$ cat src/rtl/min_max_ctrl_if.sv
// min_max_ctrl_if: config handshake, self-test control and display operands of min_max_ctrl
//   start_i, cfg_valid_i, cfg_min_i/cfg_max_i/cfg_val_i  towards controller
//   cfg_ready_o, busy_o, done_o, err_o, com_o, min_o/max_o/val_o, osc_o  from controller
interface min_max_ctrl_if #(parameter int VALSIZE = 4);
    logic               start_i;
    logic               cfg_valid_i;
    logic               cfg_ready_o;
    logic [VALSIZE-1:0] cfg_min_i;
    logic [VALSIZE-1:0] cfg_max_i;
    logic [VALSIZE-1:0] cfg_val_i;
    logic               busy_o;
    logic               done_o;
    logic               err_o;
    logic [1:0]         com_o;
    logic [VALSIZE-1:0] min_o;
    logic [VALSIZE-1:0] max_o;
    logic [VALSIZE-1:0] val_o;
    logic               osc_o;
    modport master (
        output start_i, cfg_valid_i, cfg_min_i, cfg_max_i, cfg_val_i,
        input  cfg_ready_o, busy_o, done_o, err_o, com_o, min_o, max_o, val_o, osc_o
    );
    modport slave (
        input  start_i, cfg_valid_i, cfg_min_i, cfg_max_i, cfg_val_i,
        output cfg_ready_o, busy_o, done_o, err_o, com_o, min_o, max_o, val_o, osc_o
    );
endinterface

$ cat src/rtl/min_max_ctrl.sv
// min_max_ctrl: holds the display min/max/value configuration and runs the all-off/all-on/sweep self-test
//   clk_i  system clock, rst_i  async active-high reset
//   bus    min_max_ctrl_if slave: config handshake in, mode/operands/status/oscillation out
module min_max_ctrl #(
    parameter int VALSIZE     = 4,
    parameter int OSC_DIV     = 4,
    parameter int STEP_CYCLES = 2
) (
    input logic           clk_i,
    input logic           rst_i,
    min_max_ctrl_if.slave bus
);
    localparam logic [1:0] IDLE    = 2'd0;
    localparam logic [1:0] ALL_OFF = 2'd1;
    localparam logic [1:0] ALL_ON  = 2'd2;
    localparam logic [1:0] SWEEP   = 2'd3;
    localparam int SW = $clog2(STEP_CYCLES + 1);
    localparam int OW = $clog2(OSC_DIV + 1);
    localparam logic [SW-1:0] STEP_LAST = SW'(STEP_CYCLES - 1);
    localparam logic [OW-1:0] OSC_LAST  = OW'(OSC_DIV - 1);

    logic [1:0]         state_q, state_d;
    logic [SW-1:0]      step_q, step_d;
    logic [VALSIZE-1:0] sweep_q, sweep_d;
    logic [VALSIZE-1:0] min_q, min_d, max_q, max_d, cfg_val_q, cfg_val_d;
    logic [VALSIZE-1:0] val_q, val_d;
    logic [1:0]         com_q, com_d;
    logic [OW-1:0]      osc_cnt_q;
    logic               osc_q, busy_q, done_q, err_q;
    logic               ready, in_range, accept, last_step, last_val;

    assign ready     = state_q == IDLE;
    assign in_range  = bus.cfg_min_i <= bus.cfg_val_i && bus.cfg_val_i <= bus.cfg_max_i;
    assign accept    = ready && bus.cfg_valid_i && in_range;
    assign last_step = step_q == STEP_LAST;
    assign last_val  = &sweep_q;

    always_comb begin
        state_d = state_q;
        step_d  = last_step ? '0 : step_q + SW'(1);
        sweep_d = sweep_q;
        case (state_q)
            IDLE: begin
                state_d = bus.start_i ? ALL_OFF : IDLE;
                step_d  = '0;
                sweep_d = '0;
            end
            ALL_OFF: state_d = last_step ? ALL_ON : ALL_OFF;
            ALL_ON:  state_d = last_step ? SWEEP : ALL_ON;
            default: begin
                // last value held for its full step ends the test; counter is parked at 0, never wraps
                state_d = (last_step && last_val) ? IDLE : SWEEP;
                sweep_d = !last_step ? sweep_q : last_val ? '0 : sweep_q + VALSIZE'(1);
            end
        endcase
    end

    // outputs are registered from next-state values so they line up with the state they describe
    assign min_d     = accept ? bus.cfg_min_i : min_q;
    assign max_d     = accept ? bus.cfg_max_i : max_q;
    assign cfg_val_d = accept ? bus.cfg_val_i : cfg_val_q;
    assign val_d     = state_d == SWEEP ? sweep_d : cfg_val_d;
    assign com_d     = state_d == ALL_OFF ? 2'b10 : state_d == ALL_ON ? 2'b11 : state_d == SWEEP ? 2'b01 : 2'b00;

    always_ff @(posedge clk_i or posedge rst_i) begin
        if (rst_i) begin
            state_q   <= IDLE;
            step_q    <= '0;
            sweep_q   <= '0;
            min_q     <= '0;
            max_q     <= '1;
            cfg_val_q <= '0;
            val_q     <= '0;
            com_q     <= 2'b00;
            busy_q    <= 1'b0;
            done_q    <= 1'b0;
            err_q     <= 1'b0;
            osc_cnt_q <= '0;
            osc_q     <= 1'b0;
        end else begin
            state_q   <= state_d;
            step_q    <= step_d;
            sweep_q   <= sweep_d;
            min_q     <= min_d;
            max_q     <= max_d;
            cfg_val_q <= cfg_val_d;
            val_q     <= val_d;
            com_q     <= com_d;
            busy_q    <= state_d != IDLE;
            done_q    <= state_q == SWEEP && state_d == IDLE;
            err_q     <= ready && bus.cfg_valid_i && !in_range;
            osc_cnt_q <= osc_cnt_q == OSC_LAST ? '0 : osc_cnt_q + OW'(1);
            osc_q     <= osc_q ^ (osc_cnt_q == OSC_LAST);
        end
    end

    assign bus.cfg_ready_o = ready;
    assign bus.busy_o      = busy_q;
    assign bus.done_o      = done_q;
    assign bus.err_o       = err_q;
    assign bus.com_o       = com_q;
    assign bus.min_o       = min_q;
    assign bus.max_o       = max_q;
    assign bus.val_o       = val_q;
    assign bus.osc_o       = osc_q;
endmodule
$ cat src/flat_wrapper.sv
// flat-port wrapper written by rule: the top's interface ports become plain ports
module min_max_ctrl_flat 
#(
    parameter int VALSIZE     = 4,
    parameter int OSC_DIV     = 4,
    parameter int STEP_CYCLES = 2
)
  (clk_i, rst_i, bus_start_i, bus_cfg_valid_i, bus_cfg_min_i, bus_cfg_max_i, bus_cfg_val_i, bus_cfg_ready_o, bus_busy_o, bus_done_o, bus_err_o, bus_com_o, bus_min_o, bus_max_o, bus_val_o, bus_osc_o);
  min_max_ctrl_if #(.VALSIZE(VALSIZE)) bus_i ();
  input logic clk_i;
  input logic rst_i;
  input wire logic [$bits(bus_i.start_i)-1:0] bus_start_i;
  input wire logic [$bits(bus_i.cfg_valid_i)-1:0] bus_cfg_valid_i;
  input wire logic [$bits(bus_i.cfg_min_i)-1:0] bus_cfg_min_i;
  input wire logic [$bits(bus_i.cfg_max_i)-1:0] bus_cfg_max_i;
  input wire logic [$bits(bus_i.cfg_val_i)-1:0] bus_cfg_val_i;
  output wire logic [$bits(bus_i.cfg_ready_o)-1:0] bus_cfg_ready_o;
  output wire logic [$bits(bus_i.busy_o)-1:0] bus_busy_o;
  output wire logic [$bits(bus_i.done_o)-1:0] bus_done_o;
  output wire logic [$bits(bus_i.err_o)-1:0] bus_err_o;
  output wire logic [$bits(bus_i.com_o)-1:0] bus_com_o;
  output wire logic [$bits(bus_i.min_o)-1:0] bus_min_o;
  output wire logic [$bits(bus_i.max_o)-1:0] bus_max_o;
  output wire logic [$bits(bus_i.val_o)-1:0] bus_val_o;
  output wire logic [$bits(bus_i.osc_o)-1:0] bus_osc_o;
  assign bus_i.start_i = bus_start_i;
  assign bus_i.cfg_valid_i = bus_cfg_valid_i;
  assign bus_i.cfg_min_i = bus_cfg_min_i;
  assign bus_i.cfg_max_i = bus_cfg_max_i;
  assign bus_i.cfg_val_i = bus_cfg_val_i;
  assign bus_cfg_ready_o = bus_i.cfg_ready_o;
  assign bus_busy_o = bus_i.busy_o;
  assign bus_done_o = bus_i.done_o;
  assign bus_err_o = bus_i.err_o;
  assign bus_com_o = bus_i.com_o;
  assign bus_min_o = bus_i.min_o;
  assign bus_max_o = bus_i.max_o;
  assign bus_val_o = bus_i.val_o;
  assign bus_osc_o = bus_i.osc_o;
  min_max_ctrl #(.VALSIZE(VALSIZE), .OSC_DIV(OSC_DIV), .STEP_CYCLES(STEP_CYCLES)) u_core (.clk_i(clk_i), .rst_i(rst_i), .bus(bus_i));
endmodule
$ cat config.mk
export PLATFORM = sky130hd
export DESIGN_NAME = min_max_ctrl_flat
export DESIGN_NICKNAME = d
export VERILOG_FILES = /design/src/rtl/min_max_ctrl_if.sv /design/src/rtl/min_max_ctrl.sv /design/src/flat_wrapper.sv
export SDC_FILE = /design/constraint.sdc
export NUM_CORES = 1
export LEC_CHECK = 0
export CAP_MARGIN = 20
export CELL_PAD_IN_SITES_DETAIL_PLACEMENT = 1
export CELL_PAD_IN_SITES_GLOBAL_PLACEMENT = 1
export CORE_ASPECT_RATIO = 1.5
export CORE_MARGIN = 2
export CORE_UTILIZATION = 37
export CTS_BUF_LIST = sky130_fd_sc_hd__clkbuf_8
export DETAILED_ROUTE_END_ITERATION = 10
export PLACE_DENSITY = 0.82
export SLEW_MARGIN = 20
export SYNTH_ARGS = -nofsm -noshare
export SYNTH_HDL_FRONTEND = slang
export SYNTH_SLANG_ARGS = --single-unit
$ cat constraint.sdc
create_clock -name clk_i -period 2.05 [get_ports clk_i]
set_clock_uncertainty 0.1 [all_clocks]
set_input_delay 0.205 -clock clk_i [delete_from_list [all_inputs] [get_ports clk_i]]
set_output_delay 0.205 -clock clk_i [all_outputs]
set_load 0.01 [all_outputs]
* After elaboration in Yosys (flattened, before gate mapping)
Index checks and enable logic that the tools add are counted.
Widths: inputs -> output; s select.
** Word-level totals
- Bits in registers :: 33
- Bits of input ports :: 16
- Output and inout port bits :: 19
- Logic and storage cells :: 55
** Cells by class
- $add $sub $neg :: 3
- Order comparisons :: 2
- Eq/ne operators :: 8
- Mux-type cells :: 16
- Bitwise gates (word level) :: 1
- Reduce and logical (&&, ||, !) cells :: 12
** Operator list (count)
- $mux 4 :: 4
- $mux 2 :: 6
- $eq 2x2->1 const B :: 4
- $le 4x4->1 :: 2
- $pmux 4 s2 :: 1
- $eq 2x1->1 const B :: 3
- $logic_and 1x1->1 :: 6
- $pmux 2 s3 :: 1
- $add 4x1->4 const B :: 1
- $logic_not 2->1 :: 2
- $reduce_and 4->1 :: 1
- $add 3x1->3 const B :: 1
- $eq 3x2->1 const B :: 1
- $mux 1 :: 3
- $mux 3 :: 1
- $add 2x1->2 const B :: 1
- $reduce_bool 2->1 :: 1
- $reduce_or 2->1 :: 1
- $logic_not 1->1 :: 1
- $xor 1x1->1 :: 1

* Longest topological paths before layout
Gate-level depths: netlist (run 1).
- Depth in word-level cells :: 8
- Gate-level depth with buffers :: 9

* Worst setup path before layout (run 1)
No wires, ideal clock.
- Path type :: register to register
- From :: reg u_core.state_q[0]
- To :: reg u_core.val_q[2], in the netlist u_core.bus.val_o[2]
- Setup time :: 125 ps
- Arrival :: 1782 ps
- Setup slack :: 43 ps
- Cell stages (with the launch flop) :: 9
- Path buffers :: 0
- Period minus slack after synthesis :: 2007 ps
- Path through :: dfrtp_1 -> inv_1 -> ha_1 -> a221oi_1 -> o21ai_0 -> ha_1 -> inv_1 -> o31a_1 -> a21oi_2
** On the way
- Elaborated cells on any way between the ends :: 11
- Those cells by class :: 3 x eq/ne; 4 x mux; 4 x reduce/logical
** RTL lines
- from (decl) :: RTL line min_max_ctrl.sv:22 : logic [1:0] state_q, state_d;
- from (signal assigned) :: RTL line min_max_ctrl.sv:81 : state_q <= state_d;
- $logic_not 2->1 :: RTL line min_max_ctrl.sv:32 : assign ready = state_q == IDLE;
- named net bus_cfg_ready_o :: RTL line flat_wrapper.sv:17 : output wire logic [$bits(bus_i.cfg_ready_o)-1:0] bus_cfg_ready_o;
- $pmux 2 s3 :: RTL line min_max_ctrl.sv:42 : case (state_q)
- named net u_core.state_d[0] :: RTL line min_max_ctrl.sv:22
- $eq 2x2->1 :: RTL line min_max_ctrl.sv:62 : assign val_d = state_d == SWEEP ? sweep_d : cfg_val_d;
- $mux 4 :: RTL line min_max_ctrl.sv:62
- named net u_core.val_d[2] :: RTL line min_max_ctrl.sv:26 : logic [VALSIZE-1:0] val_q, val_d;
- to (signal assigned) :: RTL line min_max_ctrl.sv:87 : val_q <= val_d;
- to (decl) :: RTL line min_max_ctrl.sv:26
The timed path passes the listed nets, and every way through them passes these cells.
A chain may end at the register's enable or synchronous reset.

* Worst setup path in the final report (run 1)
- From :: in bus_cfg_min_i[1]
- To :: reg u_core.min_q[2], in the netlist u_core.bus.min_o[2]
** On the way
- Word-level cells in the longest chain between the ends :: 3
** Ends and longest elaborated chain
- from (decl) :: RTL line flat_wrapper.sv:14 : input wire logic [$bits(bus_i.cfg_min_i)-1:0] bus_cfg_min_i;
- $le 4x4->1 :: RTL line min_max_ctrl.sv:33 : assign in_range = bus.cfg_min_i <= bus.cfg_val_i && bus.cfg_val_i <= bus.cfg_max_i;
- $logic_and 1x1->1 :: RTL line min_max_ctrl.sv:33
- $logic_and 1x1->1 :: RTL line min_max_ctrl.sv:34 : assign accept = ready && bus.cfg_valid_i && in_range;
- to (signal assigned) :: RTL line min_max_ctrl.sv:84 : min_q <= min_d;
- to (decl) :: RTL line min_max_ctrl.sv:25 : logic [VALSIZE-1:0] min_q, min_d, max_q, max_d, cfg_val_q, cfg_val_d;
Every way passes these cells.

==> results of run 1 <==
==> kinds of logic (layout without fill, tap and decap cells) <==
family	Yosys count	count (layout)	share of synthesized area
compound gates	38	38	0.166
mux	9	9	0.0591
buf+inv	20	88	0.0489
fa+ha+maj	19	19	0.139
xor+xnor	2	2	0.0102
simple gates	28	28	0.0934
flops	33	33	0.484
==> power groups by stage <==
| stage | Sequential (uW) | Clock [uW] | Combinational (uW) |
|---|---|---|---|
| CTS | 1030 | 502 | 1570 |
| floorplan | 1090 | 0 | 706 |
| global route | 1050 | 520 | 1820 |
| global placement | 1020 | 0 | 1440 |
| detailed placement | 1040 | 0 | 1520 |
| finish | 1030 | 482 | 1640 |
==> per-layer routing <==
layer	share of wire	up-vias	GRT usage
met5	0	-	0
met4	0.025	0	0.0828
met3	0.038	10	0.0312
met2	0.59	38	0.349
met1	0.35	684	0.185
li1	-	656	-
==> state kept, by name, summed over array words and instances (netlist names) <==
name,count
u_core.bus.busy_o,1
u_core.bus.com_o,2
u_core.bus.done_o,1
u_core.bus.err_o,1
u_core.bus.max_o,4
u_core.bus.min_o,4
u_core.bus.osc_o,1
u_core.bus.val_o,4
u_core.cfg_val_q,4
u_core.osc_cnt_q,3
u_core.state_q,2
u_core.step_q,2
u_core.sweep_q,4
==> path summary, 6_finish.rpt <==
check / start / endpoint / slack [ns] / cells after the start
max reg2reg: u_core.state_q[0] / u_core.bus.done_o / 0.11 / 10
min reg2reg: u_core.osc_cnt_q[0] / u_core.osc_cnt_q[0] / 0.34 / 1
max: bus_cfg_min_i[1] / u_core.bus.min_o[2] / 0.0007 / 8
max in group asynchronous: rst_i / u_core.bus.max_o[1] / 1.32 / 3
min in group asynchronous: rst_i / u_core.bus.err_o / 0.19 / 3
min: bus_cfg_max_i[1] / u_core.bus.max_o[1] / 0.11 / 2
==> metrics by stage <==
step / cell area (um2) / worst slack [ns] / util
floorplan: 1720 / 0.0427 / -
global placement: 2260 / -0.269 / 0.503
detailed placement: 2260 / -0.397 / 0.503
CTS: 2410 / -0.0116 / 0.536
global route: 2530 / -0.0867 / 0.562
finish: 2530 / 0.000666 / 0.562
==> timing repair <==
item / CTS / global route
buffers inserted: 2 / 4
pin swaps: 4 / 7
endpoints found under the setup margin: 12 / 19
resized for setup: 8 / 20
endpoints found under the hold margin: 0 / 0
==> worst reg2reg max path, cell delays in order (launching register included) <==
cell and delay [ns]:
sky130_fd_sc_hd__dfrtp_1 0.39, sky130_fd_sc_hd__inv_1 0.08, sky130_fd_sc_hd__ha_1 0.21, sky130_fd_sc_hd__and2_1 0.14
sky130_fd_sc_hd__a221oi_2 0.16, sky130_fd_sc_hd__o21ai_1 0.13, sky130_fd_sc_hd__buf_4 0.16, sky130_fd_sc_hd__buf_4 0.13
sky130_fd_sc_hd__inv_1 0.08, sky130_fd_sc_hd__ha_2 0.18, sky130_fd_sc_hd__and2_1 0.12
==> cell usage in the layout, fill, tap and decap left out, drive strengths merged, types with 5 or more instances in the layout <==
| master | count |
|---|---|
| clkdlybuf4s50 | 30 |
| dfrtp | 29 |
| buf | 28 |
| ha | 19 |
| inv | 18 |
| a21oi | 10 |
| mux2 | 9 |
| nor2 | 9 |
| o21ai | 9 |
| nand2 | 6 |
| clkbuf | 5 |
==> layout make-up <==
type,count,area (um2),share of cell area
sequential,33,831,0.328
timing repair buffer,62,577,0.228
multi-input combinational,96,908,0.359
tap,48,60.1,0.0237
clock buffer,5,68.8,0.0272
inverter,18,67.6,0.0267
clock inverter,3,17.5,0.00692
==> run summary, run 1 <==
The flow ran to the end, and the final reports show no timing, DRC or antenna violations. The share of the yosys chip area belonging to registers was 0.484; the minimum clock period was 2.05 ns. A synthesized cell averages 11.5 um2.

After clock tree synthesis, the clock-pin slew on the worst setup and hold paths is 0.07 ns. The tools report the relative contribution of sequential cells to total power as 0.327. The largest individual stage delay along the critical path comes from the cell sky130_fd_sc_hd__clkdlybuf4s50_1. The floorplan has 30 rows.

The total clock sinks came out at 33. Number of global-route vias before repair: 1554. After the last flow step, the layout net total stands at 251. For this run, the leading register cell type out of synthesis is sky130_fd_sc_hd__dfrtp_1. The most common cell in the synthesized netlist is sky130_fd_sc_hd__dfrtp_1. Counting both buffers and inverters, the worst setup path holds a total of 2. When the netlist entered floorplanning its net count stood at 184. The count of endpoints failing hold in the final timing report is 0. The number of synthesized register bits came out at 33. At the worst endpoint, the required time is 2.13 ns. The run gives 0 as the number of antenna violations at the first check in global routing. STA classifies the critical path endpoint as a register. Including well taps, the total number of placed cells is 251.

The internal power of the cells totals 2030 uW. The largest net degree at the start of global routing was 34; the total length of routed wires was 4630 um. For the achievable frequency, the log shows 0.488 GHz. For the worst-skew pair, the clock arrives at the later sink with an insertion delay of 0.29 ns. The count of flip-flops with a built-in enable after synthesis is 0.

The logs give 0 for the number of synthesis warnings and 0.183 for the aggregate global-route resource usage. The max-slew violation count is 0, and the switching part of the total power is 0.354. Buffers inserted during clock tree synthesis total 5.

The maximum fanout along the worst path came out at 4. In this run the power spent charging and discharging nets is 1110 uW. The run gives 0.721 as the relative slew slack. The tools report the I/O pin count as 35. The die covers 0.00521 mm2.

The total leakage power is 0.00118 uW, and the power per unit of standard cell area is 1240 mW/mm2. The total area inside the core boundary comes to 0.00450 mm2. Max-cap violations in this run came to 0. Clock network fraction of total power: 0.153. Dominant cell type by area after synthesis: sky130_fd_sc_hd__dfrtp_1.

The share of the clock period used by the worst path is 1.00. The worst IR drop on VDD was 0.747 mV; the number of vias in the routed layout was 1388. Measured along the y axis, the die boundary spans 87.4 um. Dividing the detail-routed wire length by the instance count gives 17.5 um. The via density per instance works out to 5.24. TritonCTS built the clock tree. The critical path is of the in2reg type. The final-layout worst hold slack was 0.114 ns; the arrival time of the worst setup path was 2.13 ns.

Total power for the finished layout comes to 3150 uW. The logs give 37 for the number of distinct library cells after synthesis and 33 for the initial DRC count. The first global-routing pass estimated 6970 um of wire. The starting density of the core is 0.381.

In the post-synthesis netlist, the biggest area contributors are sky130_fd_sc_hd__dfrtp_1, sky130_fd_sc_hd__ha_1, sky130_fd_sc_hd__dfstp_2. Setup violations remaining at the end of the flow were counted as 0. The tightest min-delay check is of the in2reg type. The clock passes through at most 2 buffers. The worst setup path is launched from an input pin.

For the final antenna diode count, the log shows 0. Setup repair after global routing could not meet its margin everywhere. The tools report the buffer cell driving the clock tree root as sky130_fd_sc_hd__clkbuf_8.

The mapped netlist covers 0.00172 mm2. The pre-antenna-repair detailed-routing pass consisted of 4 iterations. The signal on the critical path passes through clkdlybuf4s50_1 > ha_1 > nor2b_1 > o211ai_1 > a21oi_4 > nor2_4 > buf_12 > mux2_2. The number of routed nets with antenna violations was 0; the area added between synthesis and finish was 47.5%.

The layout has 488 filler cells. By count the netlist is led by sky130_fd_sc_hd__dfrtp_1, sky130_fd_sc_hd__ha_1, sky130_fd_sc_hd__inv_1, sky130_fd_sc_hd__mux2_2, sky130_fd_sc_hd__a21oi_1. Detailed placement ended at an HPWL of 3290 um. After clock tree synthesis, the flow added hold-fix buffers numbering 0. For the pin with the worst max-slew slack, the measured transition is 0.419 ns. Excluding fillers, the count of instances in the completed layout stands at 265.

The fraction of layout cells with a size suffix above 1 was 0.323; the x dimension of the die was 59.6 um. Buffers placed on the I/O ports in this run total 34. The area share of the largest cell type after synthesis was 0.423; the setup total negative slack was 0 ns. The largest stage delay on the critical path was 0.50 ns. The H-tree was split into 2 levels.

For the share of total power in combinational logic, the log shows 0.520. Global routing finished with a remaining overflow of 0. Broken down by cell family, the worst path's largest delay share belongs to buffers and inverters. The fraction of synthesis flops using an asynchronous set or reset pin works out to 1.00.

The logs give 0 for the DRC violations left and 0.805 for the placer's final routability congestion estimate. Synthesis produced 149 cells.
Note: power is estimated with default switching activity, not from simulation.
==> run 2, diff against run 1 <==
--- a/config.mk
+++ b/config.mk
@@ -12,6 +12,7 @@
 export CORE_MARGIN = 2
 export CORE_UTILIZATION = 37
 export CTS_BUF_LIST = sky130_fd_sc_hd__clkbuf_8
+export CTS_CLUSTER_SIZE = 12
 export DETAILED_ROUTE_END_ITERATION = 10
 export PLACE_DENSITY = 0.82
 export SLEW_MARGIN = 20
==> constraint.sdc (replaced) <==
create_clock -name clk_i -period 2.05 [get_ports clk_i]
set_clock_uncertainty 0.1 [all_clocks]
set_input_delay 0.615 -clock clk_i [delete_from_list [all_inputs] [get_ports clk_i]]
set_output_delay 0.615 -clock clk_i [all_outputs]
set_load 0.01 [all_outputs]
==> run summary, run 2 (synthesized netlist as in run 1, its figures left out) <==
The flow ran to the end, and the final reports show no timing, DRC or antenna violations. In this run the worst path has a maximum fanout of 8. Hold is met by 0.361 ns.

The count of buffers added on input and output ports is 34. The leading cell type in the layout, fill and taps excluded is sky130_fd_sc_hd__dfrtp_1. The design draws 3480 uW.

The starting density of the core was 0.381; the total clock sinks was 33. The achievable frequency is 0.494 GHz, and the count of endpoints failing hold in the final timing report is 0. The tools report the switching power total as 1180 uW. The total area inside the core boundary comes to 0.00450 mm2.

For this design the static power due to leakage is 0.00123 uW. For the pin with the worst max-slew slack, the measured transition is 0.345 ns. The final layout contains routed wiring with a total length of 5300 um.

The final count of negative-setup-slack endpoints is 0, and the number of antenna violations at the first check in global routing is 0. The share of total power in combinational logic is 0.495. The worst register-to-register path ends at u_core.bus.val_o[0]. Setup repair after global routing left no endpoint under its margin.

The clock network fraction of total power is 0.212, and the via density per instance is 5.33. In this run the most used layer during global routing was met2. The tools report the arrival time of the worst setup path as 2.10 ns. In this run the core area contains 30 standard-cell rows.

The total overflow left after global routing is 0. The run gives 1721 as the number of global-route vias before repair. The path category of the worst min-delay check was reg2reg. The tools report the relative contribution of sequential cells to total power as 0.293. The die is 87.4 um tall. The worst setup path is of the in2reg kind. The clock buffer count from CTS was 5. Met2 routing resource usage after global routing: 0.451.

Counting cells, the worst reg-to-reg path comes to 8. The die covers 0.00521 mm2. The repair_antennas step left the layout with diodes totalling 0.

For this run, design rule violations remaining after detail routing come to 0. The final route contains 1418 vias. The first-pass GRT wire length is 8250 um.

The run gives 0.221 as the aggregate global-route resource usage. The worst hold path begins at u_core.osc_cnt_q[0]. The buffer cell driving the clock tree root was sky130_fd_sc_hd__clkbuf_8. Latest clock arrival within the worst-skew pair: 0.29 ns. Relative to the synthesized area, the layout overhead comes to 55.2%. The relative slew slack is 0.768, and the power per unit of standard cell area is 1310 mW/mm2. Leaving out fill and tap cells, the most frequent cells in the layout are sky130_fd_sc_hd__dfrtp_1, sky130_fd_sc_hd__buf_4, sky130_fd_sc_hd__clkdlybuf4s50_1. The HPWL after detailed placement is 3520 um. The max-slew violation count is 0, and the number of routed nets with antenna violations is 0. TritonCTS built the clock tree. The worst setup path is captured at a register.

The number of H-tree levels was 2; the count of TritonRoute iterations in the first routing pass was 2. Launching element type of the critical path: an input pin. The minimum clock period is 2.03 ns.

The average routed wire per standard cell was 19.9 um; the register-to-register setup slack was 0.14 ns. The share of the clock period used by the worst path was 0.988; the layout filler cell count was 487. The post-CTS clock slew at the launch and capture registers of the worst setup and hold paths works out to 0.07 ns. The logs give 0 for the max-capacitance violation count and 2 for the clock tree buffer depth.

At the end of routability-driven placement, the weighted congestion stood at 0.765. The global-route track usage on met1 is 0.193. The worst IR drop on VDD was 0.808 mV; the internal cell power was 2300 uW. In this run the count of I/O pins placed on the die edge is 35. The initial DRC count was 34. The reg-to-reg critical path startpoint was u_core.state_q[0]. In this run the horizontal extent of the chip is 59.6 um. The net count of the finished layout is 252. The worst hold path endpoint is u_core.osc_cnt_q[0]. At the worst endpoint, the required time is 2.13 ns. The global-route track usage on met3 came out at 0.0431.

The largest net degree at the start of global routing was 34. The final core utilization was 0.591. The fraction of layout cells with a size suffix above 1 came out at 0.431.

The switching part of the total power was 0.340. The cell depth of the worst hold path came out at 1.
run 2: final cells by class:
cell class	count	area [um2]	share of cell area
clock buffers	5	68.8	0.0258
clock inverters	3	65.1	0.0244
inverters	18	85.1	0.0320
multi-input cells	96	997	0.375
flip-flops and latches	33	831	0.312
well taps	48	60.1	0.0226
repair buffers	63	556	0.209
run 2: worst max-delay path by stage:
stage / depth (start not counted) / start / to
2_1_floorplan: 7 / bus_cfg_max_i[1] / u_core.bus.min_o[0]
3_3_place_gp: 8 / bus_cfg_max_i[1] / u_core.bus.max_o[0]
3_5_place_dp: 8 / bus_cfg_max_i[1] / u_core.bus.max_o[3]
4_1_cts: 7 / bus_start_i / u_core.bus.val_o[1]
5_1_grt: 9 / bus_cfg_max_i[1] / u_core.bus.min_o[2]
6_report: 8 / bus_cfg_val_i[1] / u_core.bus.min_o[2]
run 2: critical path, stage by stage:
cell	delay (ns)
sky130_fd_sc_hd__buf_6	0.11
sky130_fd_sc_hd__ha_4	0.23
sky130_fd_sc_hd__nor2b_4	0.13
sky130_fd_sc_hd__o2111ai_4	0.22
sky130_fd_sc_hd__o2111ai_4	0.18
sky130_fd_sc_hd__nor2_4	0.17
sky130_fd_sc_hd__buf_12	0.14
sky130_fd_sc_hd__mux2_4	0.30
run 2: power by group through the flow:
| stage | clock [uW] | combinational [uW] | sequential [uW] |
|---|---|---|---|
| floorplan | 0 | 740 | 1100 |
| finish | 737 | 1720 | 1020 |
| global route | 776 | 1890 | 1040 |
| global placement | 0 | 1490 | 1020 |
| CTS | 752 | 1650 | 1030 |
| detailed placement | 0 | 1580 | 1040 |
run 2: stage by stage:
| stage | instances | instance area (um2) | TNS, ns | setup slack, ns |
|---|---|---|---|---|
| final | 266 | 2660 | 0 | 0.0237 |
| after global routing | 266 | 2660 | 0 | 0.0117 |
| after CTS | 262 | 2620 | 0 | 0.00539 |
| after detailed placement | 251 | 2320 | -14.77 | -0.903 |
| after global placement | 251 | 2320 | -13.20 | -0.822 |
| after floorplan | 149 | 1760 | -1.01 | -0.121 |
run 2: what timing repair did:
item                       4_1_cts  5_1_grt
resized for setup               70       20
hold buffers                     0        0
setup endpoints to repair       22       18
pin swaps                       11       11
setup buffers                    3        4
run 2: layer usage:
metal / part of all wire / vias up
met5: 0 / -
met4: 0.035 / 0
met3: 0.031 / 14
met2: 0.61 / 35
met1: 0.32 / 714
li1: - / 655
==> run 3, diff against run 2 <==
--- a/config.mk
+++ b/config.mk
@@ -10,11 +10,11 @@
 export CELL_PAD_IN_SITES_GLOBAL_PLACEMENT = 1
 export CORE_ASPECT_RATIO = 1.5
 export CORE_MARGIN = 2
-export CORE_UTILIZATION = 37
+export CORE_UTILIZATION = 45
 export CTS_BUF_LIST = sky130_fd_sc_hd__clkbuf_8
 export CTS_CLUSTER_SIZE = 12
 export DETAILED_ROUTE_END_ITERATION = 10
-export PLACE_DENSITY = 0.82
+export PLACE_DENSITY = 0.93
 export SLEW_MARGIN = 20
 export SYNTH_ARGS = -nofsm -noshare
 export SYNTH_HDL_FRONTEND = slang
==> constraint.sdc (replaced) <==
create_clock -name clk_i -period 2.5 [get_ports clk_i]
set_clock_uncertainty 0.1 [all_clocks]
set_input_delay 0.75 -clock clk_i [delete_from_list [all_inputs] [get_ports clk_i]]
set_output_delay 0.75 -clock clk_i [all_outputs]
set_load 0.01 [all_outputs]
==> run summary, run 3 (synthesized netlist as in run 1, its figures left out) <==
The flow ran to the end, and the final reports show no timing, DRC or antenna violations. The die covers 0.00433 mm2. Pin placement for this block handled 35 I/O pins.

Timing would allow up to 0.402 GHz. The minimum clock period is 2.49 ns. The reg-to-reg critical path startpoint is u_core.state_q[0]. The worst hold path startpoint was u_core.step_q[0].

Number of antenna violations at the first check in global routing: 0. Summed over all cells, the static leakage comes to 0.00113 uW. The worst register-to-register path has a depth of 9.

The count of buffer and inverter cells on the critical path was 3; the arrival time of the worst setup path was 2.56 ns. The first global-routing pass estimated 8560 um of wire. Entering global routing, the biggest net connects 34 pins.

For this design, the slowest cell found on the critical path is sky130_fd_sc_hd__ha_1. The tools report the endpoint of the worst register-to-register path as u_core.bus.val_o[0]. The total length of routed wires was 5580 um.

The worst hold path terminates at u_core.step_q[0]. The height of the die works out to 79.6 um. Broken down by cell family, the worst path's largest delay share belongs to compound AO/OA/AOI/OAI gates.

Relative slew slack: 0.621. The tools report the buffer cell driving the clock tree root as sky130_fd_sc_hd__clkbuf_8. Traced cell by cell, the critical path runs through clkdlybuf4s15_1 > inv_1 > ha_1 > nor2b_1 > o211ai_1 > a21oi_4 > nor2_4 > buf_12 > mux2_4.

The fraction of layout cells with a size suffix above 1 was 0.298. On the worst path, the slowest cell contributes a delay of 0.31 ns. The average routed wire per standard cell works out to 22.5 um. The area added between synthesis and finish works out to 40.9%. Leaving out fill and tap cells, the most frequent cells in the layout are sky130_fd_sc_hd__dfrtp_1, sky130_fd_sc_hd__clkdlybuf4s50_1, sky130_fd_sc_hd__ha_1.

At the worst endpoint, the required time is 2.57 ns. The final route contains 1388 vias. From left edge to right edge, the die measures 54.4 um.

The congestion estimate from routability-driven global placement came to 0.805. The area of the core region came out at 0.00365 mm2. Setup violations remaining at the end of the flow were counted as 0. Hold repair after CTS inserted 0 buffers. The total clock sinks came out at 33. TritonCTS built the clock tree.

The number of global-route vias before repair was 1605; the setup slack of the critical path after layout was 0.0147 ns. For the max-slew violation count, the log shows 0. The tools report the initial DRC count as 50. At the pin with the least slew margin, the transition time is 0.562 ns. The clock passes through at most 2 buffers. The max-capacitance violation count is 0. STA classifies the critical path endpoint as a register. The maximum fanout along the worst path is 7. The post-CTS clock slew at the launch and capture registers of the worst setup and hold paths came out at 0.07 ns. CTS built an H-tree with a depth of 2.

The starting density of the core is 0.470. Before CTS, the worst setup slack after placement is -0.517 ns. The count of TritonRoute iterations in the first routing pass is 4, and the number of input and output port buffers inserted is 34. For the DRC violations left, the log shows 0. The worst hold path belongs to the class reg2reg. The share of the clock period used by the worst path is 0.994, and the total chip power is 2600 uW. Across the VDD grid, the largest voltage drop is 0.759 mV. The run gives 0.29 ns as the latest clock arrival within the worst-skew pair. The power per unit of standard cell area works out to 1080 mW/mm2. Summed over all nets, the half-perimeter wirelength after detailed placement is 3700 um. The launching element type of the critical path is an input pin.

Leaving out fill and tap cells, the most frequent cell in the layout is sky130_fd_sc_hd__dfrtp_1. For the final antenna diode count, the log shows 0. Type of the setup path with the least slack: in2reg.

For the number of routed nets with antenna violations, the log shows 0. The via density per instance works out to 5.60. The tools report the aggregate global-route resource usage as 0.296.

For this run the aggregate overflow at the end of global routing stands at 0. In this run, CTS created clock tree buffers numbering 5. The count of standard-cell rows was 27; the count of endpoints failing hold in the final timing report was 0. The setup check on the worst reg-to-reg path leaves a slack of 0.18 ns.

The cell depth of the worst hold path is 1, and the net count of the finished layout is 239.
## run 3: changes by cell type in the layout (fill, tap and decap cells not counted), sizes merged
cell and delta:
clkinvlp +1, dlymetal6s2s +2, clkinv +1, bufinv -2, clkdlybuf4s15 +1, dlygate4sd2 -1, clkdlybuf4s50 +7, clkbuf -3
buf -19
## run 3: metrics by stage
stage	utilization	hold WS [ns]	TNS (ns)	cell area [um2]	cells
finish	0.663	0.382	0	2420	248
detailed placement	0.603	0.377	-7.66	2200	238
CTS	0.656	0.388	0	2390	248
global route	0.663	0.403	-0.273	2420	248
global placement	0.603	0.316	-5.44	2200	238
floorplan	-	0.306	0	1720	149
## run 3: layer usage
layer  track usage  wire length [um]  up-vias
met4         0.195               375        0
met5             0                 0        -
li1              -                 -      629
met2         0.528              3170       43
met1         0.285              1860      691
met3        0.0655               172       25
## run 3: final cells by class
class	instances	area [um2]
Tap cell	43	53.8
Clock buffer	5	68.8
Fill cell	372	1230
Clock inverter	3	17.5
Inverter	18	67.6
Timing Repair Buffer	50	473
Multi-Input combinational cell	96	906
Sequential cell	33	831
## run 3: worst register-to-register path, cell delays in order (launching register included)
cell	delay [ns]
sky130_fd_sc_hd__dfrtp_1	0.41
sky130_fd_sc_hd__inv_1	0.11
sky130_fd_sc_hd__ha_1	0.23
sky130_fd_sc_hd__and2_1	0.14
sky130_fd_sc_hd__a221oi_1	0.27
sky130_fd_sc_hd__o21ai_0	0.21
sky130_fd_sc_hd__ha_1	0.30
sky130_fd_sc_hd__inv_2	0.17
sky130_fd_sc_hd__o31a_1	0.18
sky130_fd_sc_hd__a21oi_1	0.08
## run 3: report_power, final
part	switching [uW]	internal, uW
registers	110	750
logic	673	664
clock network	211	192
total	994	1610
## run 3: repair_timing
action,CTS,global route
endpoints found under the hold margin,0,0
resized for setup,28,9
pin swaps,7,3
endpoints found under the setup margin,18,18
setup buffers,2,0
## run 3: worst max-delay path by stage
stage / endpoint / depth (start not counted) / startpoint / slack [ns]
CTS: u_core.bus.min_o[0] / 8 / bus_cfg_val_i[2] / 0.004
global placement: u_core.bus.min_o[1] / 8 / bus_cfg_max_i[1] / -0.36
detailed placement: u_core.bus.min_o[0] / 8 / bus_cfg_val_i[1] / -0.52
finish: u_core.bus.min_o[0] / 9 / bus_cfg_val_i[1] / 0.01
global route: u_core.bus.min_o[0] / 9 / bus_cfg_val_i[1] / -0.05
floorplan: u_core.bus.min_o[0] / 7 / bus_cfg_max_i[1] / 0.17
==> edit 1, RTL diff (flow settings as in run 2) <==
Reset style: synchronous (`rst_i`), changed in one clocked block. Comments in the files are not updated.
--- a/src/rtl/min_max_ctrl.sv
+++ b/src/rtl/min_max_ctrl.sv
@@ -62,7 +62,7 @@
     assign val_d     = state_d == SWEEP ? sweep_d : cfg_val_d;
     assign com_d     = state_d == ALL_OFF ? 2'b10 : state_d == ALL_ON ? 2'b11 : state_d == SWEEP ? 2'b01 : 2'b00;
 
-    always_ff @(posedge clk_i or posedge rst_i) begin
+    always_ff @(posedge clk_i) begin
         if (rst_i) begin
             state_q   <= IDLE;
             step_q    <= '0;
Check against the original RTL: differs if rst_i is asserted again (counterexample within 4 cycles, from zero or initial values and one cycle with rst_i high); with rst_i held inactive, the same outputs for 10 cycles.
==> edit 1 against run 2 <==
The flow now finishes with violations (negative setup slack); critical path type unchanged; final area grew 1.6%; via count grew 20%; sequential cell count is the same; critical endpoint is now u_core.bus.max_o[1]; final cell count grew 13%; wire length grew 22%; worst hold slack lost 0.018 ns; core utilization grew 4.0 points; maximum frequency shrank 9.9%; synthesized area shrank 3.6%; worst setup slack lost 0.22 ns.
Power is not compared: it rests on default switching activity, and its combinational part moved more than twofold at a synthesized area within 25%.
==> edit 1: results <==
export IMPL_met1_length_um=2460
export IMPL_synth_cells=181
export IMPL_drtIter0Drc=58
export IMPL_status="finished, violations left"
export IMPL_grt_use_met3_pct=5.28
export IMPL_avgViaCountPerCell=5.68
export IMPL_endpoint="u_core.bus.max_o[1]"
export IMPL_pre_cts_ws_ns=-0.819
export IMPL_track_usage_pct=24.3
export IMPL_synth_distinct_cells=38
export IMPL_synthTopCellsByArea="dfxtp_1 (40%), ha_1 (16%), a21oi_1 (4.2%)"
export IMPL_nFillCells=454
export IMPL_hold_depth=1
export IMPL_rr_worst_depth=9
export IMPL_setup_viol=16
export IMPL_cts_buffers=5
export IMPL_worstPathMaxFanout=7
export IMPL_cpMaxStageDelayCell="ha_4"
export IMPL_grt_pass1_vias=1838
export IMPL_rr_endpoint="u_core.bus.val_o[3]"
export IMPL_grt_max_degree=34
export IMPL_r2r_slack_ns=0.10
export IMPL_wl_per_cell_um=21.5
export IMPL_syn_num_nets=218
export IMPL_violations="negative setup slack"
export IMPL_drive_gt1_share_pct=43.3
export IMPL_synth_seq_area_share_pct=39.9
export IMPL_tns_ns=-1.03
export IMPL_cpPeakStageDelay_ns=0.21
export IMPL_gr_usage_met1_pct=24.1
export IMPL_cp_arrival_ns=2.29
export IMPL_worst_pin_slew_ns=0.355
export IMPL_antenna_cells=0
export IMPL_grt_pass1_wl_um=9080
export IMPL_r2r_start="u_core.state_q[1]"
export IMPL_placed_area_um2=2230
export IMPL_place_congestion=0.701
export IMPL_top_layer_used="met4"
export IMPL_dp_cells=277
export IMPL_drtPass1Iterations=5
export IMPL_async_flop_share_pct=0
export IMPL_setup_ws_ns=-0.198
export IMPL_routed_wl_met2_um=3480
[edit 1: worst min path at each step]
stage | from | endpoint | slack (ns)
2_1_floorplan | u_core.step_q[0] | u_core.step_q[0] | 0.31
5_1_grt | u_core.step_q[0] | u_core.step_q[0] | 0.38
4_1_cts | u_core.step_q[0] | u_core.step_q[0] | 0.34
3_3_place_gp | u_core.step_q[0] | u_core.step_q[0] | 0.32
6_report | u_core.step_q[0] | u_core.step_q[0] | 0.34
3_5_place_dp | u_core.step_q[0] | u_core.step_q[0] | 0.33
[edit 1: cell families after synthesis]
logic type	synth area share (%)
AND/OR/NAND/NOR	17.4
adder cells (fa/ha/maj)	15.9
AO/OA/AOI/OAI	18.7
buffers and inverters	6.20
flip-flops	39.9
XOR/XNOR	0.530
multiplexers	1.36
[edit 1: repair_timing]
| item | CTS | global route |
|---|---|---|
| pin swaps | 18 | 26 |
| setup buffers | 8 | 6 |
| cloned | 1 | 0 |
| endpoints found under the setup margin | 18 | 19 |
| gates resized for setup | 62 | 45 |
| hold buffers | 0 | 0 |
| hold endpoints to repair | 0 | 0 |
[edit 1: report_power, final]
part           switching [mW]  internal, mW
Clock                   0.252         0.230
Combinational           0.330         0.340
Sequential             0.0286         0.690
[edit 1: area by class of cell]
class                           instances  area [µm²]  area share, %
Tap cell                               46        57.6           2.13
Timing Repair Buffer                   73         666           24.6
Clock inverter                          3        13.8          0.509
Inverter                               15        58.8           2.17
Multi-Input combinational cell        125        1180           43.6
Clock buffer                            5        68.8           2.55
Sequential cell                        33         661           24.4
[edit 1: critical path: cells and delay by family]
family	cells	cell delay, ns
compound gates	3	0.50
buf+inv	5	0.65
simple gates	2	0.31
fa+ha+maj	1	0.21
==> edit 2, RTL diff (config.mk and constraints of run 2) <==
Without the edit above. `VALSIZE` is set to 4 in 3 places; all go to 2.
--- a/src/rtl/min_max_ctrl_if.sv
+++ b/src/rtl/min_max_ctrl_if.sv
@@ -1,7 +1,7 @@
 // min_max_ctrl_if: config handshake, self-test control and display operands of min_max_ctrl
 //   start_i, cfg_valid_i, cfg_min_i/cfg_max_i/cfg_val_i  towards controller
 //   cfg_ready_o, busy_o, done_o, err_o, com_o, min_o/max_o/val_o, osc_o  from controller
-interface min_max_ctrl_if #(parameter int VALSIZE = 4);
+interface min_max_ctrl_if #(parameter int VALSIZE = 2);
     logic               start_i;
     logic               cfg_valid_i;
     logic               cfg_ready_o;
--- a/src/rtl/min_max_ctrl.sv
+++ b/src/rtl/min_max_ctrl.sv
@@ -2,7 +2,7 @@
 //   clk_i  system clock, rst_i  async active-high reset
 //   bus    min_max_ctrl_if slave: config handshake in, mode/operands/status/oscillation out
 module min_max_ctrl #(
-    parameter int VALSIZE     = 4,
+    parameter int VALSIZE     = 2,
     parameter int OSC_DIV     = 4,
     parameter int STEP_CYCLES = 2
 ) (
--- a/src/flat_wrapper.sv
+++ b/src/flat_wrapper.sv
@@ -1,7 +1,7 @@
 // flat-port wrapper written by rule: the top's interface ports become plain ports
 module min_max_ctrl_flat 
 #(
-    parameter int VALSIZE     = 4,
+    parameter int VALSIZE     = 2,
     parameter int OSC_DIV     = 4,
     parameter int STEP_CYCLES = 2
 )
Ports: changed (6 resized); port bits go from 35 to 23. No check against the original RTL was run, so the function may have changed too.
==> edit 2 against run 2 <==
Critical path type unchanged; final area decreased by 34%; wire length down 42%; synthesized area shrank 31%; worst setup slack better by 0.0025 ns; count of clock-buffer cells in the layout fell by 2; global-route usage down 4.9 points; sequential cell count is 10 lower; total power down 27%.
==> edit 2: results <==
export IMPL_drtPass1Iterations=3
export IMPL_cts_setup_buffers=4
export IMPL_swShare_pct=36.3
export IMPL_ctsResizeCount=35
export IMPL_synthTopCellsByArea="dfrtp_1 (44%), ha_1 (16%), mux2_4 (6.3%)"
export IMPL_track_usage_pct=17.2
export IMPL_nFillCells=315
export IMPL_use_met2_pct=33.6
export IMPL_n_all_inverters=12
export IMPL_seq_power_share_pct=28.3
export IMPL_wl_per_cell_um=16.6
export IMPL_cts_sinks=23
export IMPL_r2r_slack_ns=0.04
export IMPL_avgViaCountPerCell=4.83
export IMPL_grt_use_met3_pct=3.05
export IMPL_coreArea_um2=3100
export IMPL_synth_distinct_cells=29
export IMPL_final_util_pct=56.5
export IMPL_p_comb_mw=1.55
export IMPL_synth_area_per_cell_um2=11.8
export IMPL_rr_endpoint="u_core.bus.val_o[1]"
export IMPL_synth_top_cell_area_share_pct=44.4
export IMPL_placed_area_um2=1590
export IMPL_buffer_area_share_pct=20.6
export IMPL_worstPathMaxFanout=7
export IMPL_met1_length_um=1050
export IMPL_clk_share_pct=2.65
export IMPL_status="finished, final reports clean"
export IMPL_synth_seq_area_share_pct=48.8
export IMPL_r2r_start="u_core.state_q[1]"
export IMPL_whs_ns=0.356
export IMPL_p_sw_mw=0.929
export IMPL_wl_met3_um=86
export IMPL_seqCellArea_um2=578
export IMPL_routed_wl_met2_um=1850
## edit 2: changes by cell type in the layout (fill, tap and decap cells not counted), moves of 4 or more
cell             before  now
dfrtp_1              29   21
clkdlybuf4s50_1      17   12
dlygate4sd2_1         8    3
o21ai_1               6    1
a21oi_1               6    2
inv_1                 9    5
mux2_2                4    0
o31a_1                4    0
o31ai_1               4    0
## edit 2: kinds of logic (layout without fill, tap and decap cells)
logic type | after synthesis | count (layout) | synth area share, %
flip-flops | 23 | 23 | 48.8
adder cells (fa/ha/maj) | 15 | 15 | 15.9
buffers and inverters | 15 | 60 | 5.50
AO/OA/AOI/OAI | 17 | 17 | 10.6
multiplexers | 8 | 8 | 8.88
AND/OR/NAND/NOR | 21 | 21 | 9.62
XOR/XNOR | 1 | 1 | 0.740
## edit 2: critical path, stage by stage
cell     delay, ns
buf_4         0.14
inv_8         0.06
ha_4          0.19
nor2b_4       0.12
o21a_1        0.20
or3_4         0.44
mux2_4        0.32
